$ cat src/rtl/fetch_queue.sv
// Dual-issue fetch queue: circular buffer accepting instruction pairs and presenting head/head+1 to decode.
// Optional statistics counters (full_cycles, flush_count) are enabled by defining FETCHQ_STATS_EN.
module fetch_queue #(
    parameter int unsigned DEPTH = 8
) (
    input  logic                     clk,
    input  logic                     reset,
    input  logic                     in_valid_a,
    input  logic                     in_valid_b,
    input  logic [31:0]              in_pc_a,
    input  logic [31:0]              in_pc_b,
    input  logic [31:0]              in_instr_a,
    input  logic [31:0]              in_instr_b,
    output logic                     in_ready,
    input  logic                     stall,
    input  logic                     flush,
    output logic                     out_valid_a,
    output logic                     out_valid_b,
    output logic [31:0]              out_pc_a,
    output logic [31:0]              out_pc_b,
    output logic [31:0]              out_instr_a,
    output logic [31:0]              out_instr_b,
    output logic [$clog2(DEPTH):0]   count
`ifdef FETCHQ_STATS_EN
    ,
    output logic [31:0]              full_cycles,
    output logic [31:0]              flush_count
`endif
);

    localparam int unsigned PTR_W = $clog2(DEPTH);
    localparam int unsigned CNT_W = PTR_W + 1;

    logic [PTR_W-1:0] head_q, head_d;
    logic [PTR_W-1:0] tail_q, tail_d;
    logic [CNT_W-1:0] count_q, count_d;
    logic [PTR_W-1:0] head_p1, tail_p1;

    logic [31:0] pc_mem    [DEPTH];
    logic [31:0] instr_mem [DEPTH];

    logic       push_a, push_b;
    logic [1:0] n_push, n_pop;

    // Readiness and head visibility depend only on registered occupancy.
    always_comb begin
        head_p1     = head_q + PTR_W'(1);
        tail_p1     = tail_q + PTR_W'(1);
        in_ready    = (count_q <= CNT_W'(DEPTH - 2));
        out_valid_a = (count_q >= CNT_W'(1));
        out_valid_b = (count_q >= CNT_W'(2));
        out_pc_a    = out_valid_a ? pc_mem[head_q]     : 32'h0;
        out_instr_a = out_valid_a ? instr_mem[head_q]  : 32'h0;
        out_pc_b    = out_valid_b ? pc_mem[head_p1]    : 32'h0;
        out_instr_b = out_valid_b ? instr_mem[head_p1] : 32'h0;
        count       = count_q;
    end

    // Slot B without slot A is ignored; flush discards any same-cycle push and pop.
    always_comb begin
        push_a  = in_ready & ~flush & in_valid_a;
        push_b  = push_a & in_valid_b;
        n_push  = {1'b0, push_a} + {1'b0, push_b};
        n_pop   = (stall | flush) ? 2'd0 : ({1'b0, out_valid_a} + {1'b0, out_valid_b});
        head_d  = head_q + PTR_W'(n_pop);
        tail_d  = tail_q + PTR_W'(n_push);
        count_d = count_q + CNT_W'(n_push) - CNT_W'(n_pop);
        if (flush) begin
            head_d  = '0;
            tail_d  = '0;
            count_d = '0;
        end
    end

    always_ff @(posedge clk) begin
        if (reset) begin
            head_q  <= '0;
            tail_q  <= '0;
            count_q <= '0;
        end else begin
            head_q  <= head_d;
            tail_q  <= tail_d;
            count_q <= count_d;
        end
    end

    // Entry storage carries no reset; validity is tracked by count_q alone.
    always_ff @(posedge clk) begin
        if (push_a) begin
            pc_mem[tail_q]    <= in_pc_a;
            instr_mem[tail_q] <= in_instr_a;
        end
        if (push_b) begin
            pc_mem[tail_p1]    <= in_pc_b;
            instr_mem[tail_p1] <= in_instr_b;
        end
    end

`ifdef FETCHQ_STATS_EN
    logic [31:0] full_cycles_q, full_cycles_d;
    logic [31:0] flush_count_q, flush_count_d;

    // Saturating event counters, cleared only by reset.
    always_comb begin
        full_cycles_d = full_cycles_q;
        flush_count_d = flush_count_q;
        if (!in_ready && (full_cycles_q != 32'hFFFF_FFFF)) begin
            full_cycles_d = full_cycles_q + 32'd1;
        end
        if (flush && (flush_count_q != 32'hFFFF_FFFF)) begin
            flush_count_d = flush_count_q + 32'd1;
        end
        full_cycles = full_cycles_q;
        flush_count = flush_count_q;
    end

    always_ff @(posedge clk) begin
        if (reset) begin
            full_cycles_q <= '0;
            flush_count_q <= '0;
        end else begin
            full_cycles_q <= full_cycles_d;
            flush_count_q <= flush_count_d;
        end
    end
`endif

endmodule

$ cat config.mk
export PLATFORM = sky130hd
export DESIGN_NAME = fetch_queue
export DESIGN_NICKNAME = d
export VERILOG_FILES = /design/src/rtl/fetch_queue.sv
export SDC_FILE = /design/constraint.sdc
export NUM_CORES = 1
export LEC_CHECK = 0
export ABC_CLOCK_PERIOD_IN_PS = 5700
export CORE_MARGIN = 3
export CORE_UTILIZATION = 50
export CTS_CLUSTER_SIZE = 12
export DETAILED_ROUTE_END_ITERATION = 10
export HOLD_SLACK_MARGIN = 0.02
export PLACE_DENSITY = 0.8
export SETUP_SLACK_MARGIN = 0.1
export SLEW_MARGIN = 40
export SYNTH_ARGS = -nofsm -noshare
export SYNTH_HDL_FRONTEND = slang
export SYNTH_SLANG_ARGS = --single-unit
$ cat constraint.sdc
create_clock -name clk -period 5.7 [get_ports clk]
set_input_delay 1.14 -clock clk [delete_from_list [all_inputs] [get_ports clk]]
set_output_delay 1.14 -clock clk [all_outputs]
set_load 0.01 [all_outputs]
; Word-level counts from Yosys, hierarchy flattened
; Memory sizes are Yosys's and may differ from the RTL's. A register that Yosys moved wholly into a read port is not among the register bits.
; Cells that the tools add are included.
[classes]
add_sub_neg = 8
magnitude_cmp = 3
n_mux = 11
n_bitwise = 5
reduce_logical = 1
[op_table]
columns = op, count
row1 = two-way mux 32 bit, 4
row2 = adder 3 x 1 -> 3 bit (second input constant), 2
row3 = adder 3 x 2 -> 3 bit, 2
row4 = two-way mux 3 bit, 2
row5 = adder 1 x 1 -> 2 bit, 2
row6 = adder 4 x 2 -> 4 bit, 1
row7 = >= comparator 4 x 1 -> 1 bit (second input constant), 1
row8 = >= comparator 4 x 2 -> 1 bit (second input constant), 1
row9 = less-or-equal comparator 4 x 3 -> 1 bit (second input constant), 1
row10 = two-way mux 1 bit, 4
row11 = subtractor 4 x 2 -> 4 bit, 1
row12 = bitwise AND 1 bit, 3
row13 = two-way mux 2 bit, 1
row14 = OR reduction 2 bit, 1
row15 = inverter 1 bit, 1
row16 = OR 1 bit, 1
[totals]
register_bits = 10
ramBits = 512
out_inout_bits = 135
wordCells = 33
memories = 2
[memory_table]
columns = name, words, width, rd, rd_ports_with_merged_regs, write_ports, line_no
row1 = instr_mem, 8, 32, 2, 1, 2, 40  ; logic [31:0] instr_mem [DEPTH];
row2 = pc_mem, 8, 32, 2, 1, 2, 39  ; logic [31:0] pc_mem [DEPTH];

; Logic depth before layout (Yosys ltp)
[depth]
depth_word = 7
ltp_mapped = 16
depth_no_buf = 14

; Worst setup path before layout
; Ideal clock, no wire load.
[synth_path]
path_type = input-to-reg
start = in in_valid_b
end = mem instr_mem[1][0] (enable)
setup_time_ns = 0.507
t_arrival_ns = 4.867
required_time_ns = 5.193
path_slack_ns = 0.326
cell_stages = 3
n_path_buf = 0
cell_sequence = inv_1 or4_1 a21oi_1
[synth_rtl]
columns = item, line_no
row1 = from (decl), 9  ; input logic in_valid_b,
row2 = to (decl), 40

; Worst setup path after layout
[layout_path]
start = reg head_q[0]
end = out out_pc_b[14]
[layout_between]
elab_chain_len = 3
[layout_lines]
columns = item, line_no
row1 = from (decl), 34  ; logic [PTR_W-1:0] head_q, head_d;
row2 = from (signal assigned), 77  ; head_q <= '0;
row3 = from (signal assigned), 81  ; head_q <= head_d;
row4 = adder 3 x 1 -> 3 bit, 47  ; head_p1 = head_q + PTR_W'(1);
row5 = memory (8 x 32 bit), --
row6 = two-way mux 32 bit, 54  ; out_pc_b = out_valid_b ? pc_mem[head_p1] : 32'h0;
row7 = to (decl), 20  ; output logic [31:0] out_pc_b,
; Every way passes these cells.

==> insert_results.sql <==
INSERT INTO impl_metrics (metric_group, metric, value, unit) VALUES
('run_status', 'status', 'complete, no violations', ''),
('die', 'row_count', '90', ''),
('die', 'floorplan.initialDensity', '50.9', '%'),
('critical_path', 'worstPathMaxFanout', '35', ''),
('critical_path', 'worst_r2r_path_depth', '14', ''),
('clock_network', 'cts_buffer_depth', '3', ''),
('clock_network', 'htreeDepth', '2', ''),
('yosys', 'ys_async_sr_fraction', '0', '%'),
('grt', 'grt_util_met2', '48.0', '%'),
('layout', 'finalInstanceArea', '0.0363', 'mm^2'),
('die', 'design.die.area', '0.0649', 'mm^2'),
('critical_path', 'critical_path_arrival', '4.19', 'ns'),
('yosys', 'summed_instance_area_of_the_synthesized_netlist', '0.0309', 'mm^2'),
('yosys', 'synth_cell_types', '47', ''),
('place', 'finalWeightedCongestion', '0.858', ''),
('routing', 'drtAntennaViolNets', '0', ''),
('yosys', 'yosysTopAreaCell', 'edfxtp_1', ''),
('routing', 'avgViaCountPerCell', '6.65', ''),
('yosys', 'ys_ff_latch', '522', ''),
('timing', 'final.setup_skew', '0.0161', 'ns'),
('power', 'p_leak', '11.1', 'nW'),
('critical_path', 'r2r_start', 'count[2]$_SDFF_PP0_', ''),
('clock_network', 'root_buffer', 'clkbuf_16', ''),
('yosys', 'synth_flop_cell', 'edfxtp_1', ''),
('routing', 'drt_iter0_drc', '2173', ''),
('grt', 'top_usage_layer', 'met2', ''),
('yosys', 'yosysWarnings', '0', ''),
('place', 'dp_cells', '3165', ''),
('timing', 'max_clock_freq', '188', 'MHz'),
('layout', 'num-nets-final', '2593', ''),
('yosys', 'netlist_top_cells_area', 'edfxtp_1, mux2_2, mux2i_1', ''),
('worst_hold_path', 'holdCritPathClass', 'flip-flop to flip-flop', ''),
('layout', 'drive_above_1_share', '31.7', '%'),
('run', 'cap_viol_max_count', '0', ''),
('worst_hold_path', 'hold_path_sink', 'head_q[2]$_SDFF_PP0_', ''),
('place', 'dpl_cell_area', '0.0345', 'mm^2'),
('timing', 'timing.final.max_slew_violations', '0', ''),
('clock_network', 'tritoncts_num_sinks', '522', ''),
('critical_path', 'setup.worst_path.class', 'flip-flop to primary output', ''),
('routing', 'drtPass1Iterations', '5', ''),
('place', 'detailedPlace.worstSlack', '1.05', 'ns'),
('layout', 'area_growth', '17.5', '%'),
('timing', 'crit_share_post_route', '93.5', '%'),
('clock_network', 'cts-hold-fix-buffers', '0', ''),
('die', 'chipHeight', '255', 'um'),
('grt', 'remaining_overflow_grt', '0', ''),
('place', 'buffer_ports.inserted', '268', ''),
('place', 'detailed_place_hpwl', '55.3', 'mm'),
('critical_path', 'r2r_end', 'count[3]$_SDFF_PP0_', ''),
('routing', 'remaining_design_rule_violation_count', '0', ''),
('yosys', 'synth_largest_type_area_fraction', '49.7', '%'),
('timing', 'slew_at_the_pin_with_the_worst_max_slew_slack', '0.915', 'ns'),
('clock_network', 'postCtsSetupBuffers', '0', ''),
('timing', 'unrepaired_setup_endpoints_after_global_routing', 'no', ''),
('grt', 'gr-usage-met1', '38.0', '%'),
('grt', 'antenna_found_initial', '10', ''),
('yosys', 'synth-edff-count', '512', ''),
('layout', 'finalNonFillerCells', '3279', ''),
('clock_network', 'path_clk_slew', '0.06', 'ns'),
('clock_network', 'tritoncts', 'done', ''),
('clock_network', 'number_of_buffers_created_by_cts', '57', ''),
('power', 'power_per_cell_area', '338', 'mW/mm^2'),
('critical_path', 'reg2reg_slack', '1.57', 'ns'),
('timing', 'min_period', '5.33', 'ns'),
('yosys', 'synth.net_count', '2384', ''),
('grt', 'grt_util_met3', '5.27', '%'),
('yosys', 'postSynthCellCount', '2234', ''),
('layout', 'final_cell_mix', 'mux2_2, edfxtp_1, mux2i_1', ''),
('timing', 'setup_ws', '0.369', 'ns'),
('die', 'core-area', '0.0608', 'mm^2'),
('timing', 'hold_violations', '0', '');
-- where the power goes --
group / leakage (nW) / internal (mW) / switching [mW]
Sequential: 4.72 / 4.35 / 0.0637
Combinational: 5.54 / 1.92 / 2.42
Clock: 0.859 / 1.97 / 1.54
Total: 11.1 / 8.24 / 4.03
-- worst max path at each step --
stage                                            to  cells after the start
final                                  out_pc_b[14]                      7
after global routing                 out_instr_b[4]                      7
after CTS                           out_instr_a[13]                      7
after detailed placement            out_instr_a[13]                      7
after global placement                  out_pc_b[4]                      6
after floorplan           instr_mem[1][0]$_DFFE_PP_                      3
-- layer usage --
metal | vias to the layer above | wire length, um
li1 | 9414 | -
met1 | 11000 | 37900
met2 | 1160 | 46300
met3 | 198 | 8490
met4 | 8 | 2810
met5 | - | 53
-- logic make-up after synthesis --
| logic type | after synthesis | share of synthesized area [%] |
|---|---|---|
| adder cells (fa/ha/maj) | 16 | 0.744 |
| flip-flops | 522 | 50.4 |
| buffers and inverters | 204 | 3.29 |
| AO/OA/AOI/OAI | 332 | 8.27 |
| AND/OR/NAND/NOR | 191 | 3.36 |
| multiplexers | 961 | 33.7 |
| XOR/XNOR | 8 | 0.275 |
-- stage by stage --
stage	utilization, %	total power [mW]
after floorplan	-	6.53
after global placement	56.6	8.69
after detailed placement	56.8	8.77
after CTS	59.7	12.3
after global routing	59.7	12.7
final	59.7	12.3
-- worst max-delay path, cell delays in order (launching register included) --
cell	delay, ns
dfxtp_1	0.68
ha_4	0.23
xnor2_1	0.11
nand2b_4	0.59
buf_4	0.35
a211oi_1	0.08
a2111oi_0	0.83
clkdlybuf4s50_1	0.69
-- layout make-up --
type,instances,area [um^2]
Fill cell,4634,24500
Sequential cell,522,15600
Multi-Input combinational cell,1508,14500
Timing Repair Buffer,342,3460
Clock buffer,73,1490
Tap cell,782,978
Clock inverter,32,255
Inverter,12,45.0
Antenna cell,8,20.0
-- sequential cells by signal, indices dropped and copies added, names as in the netlist --
signal / cells
instr_mem: 256
head_q: 3
tail_q: 3
pc_mem: 256
count: 4
-- synth_stat cells, drive strengths merged, types with 3 or more instances --
master and number:
nor2b 67, clkbuf 69, nor3b 4, nand3 3, and2 9, mux2i 320, a221oi 64, o22ai 64
nor3 4, nor2 17, mux2 641, and3 3, a2111oi 64, a21oi 5, a22oi 64, nand2 71
inv 12, xor2 3, xnor2 5, fa 4, dfxtp 10, buf 123, a211oi 64, ha 12
edfxtp 512
Note: power is estimated with default switching activity, not from simulation.
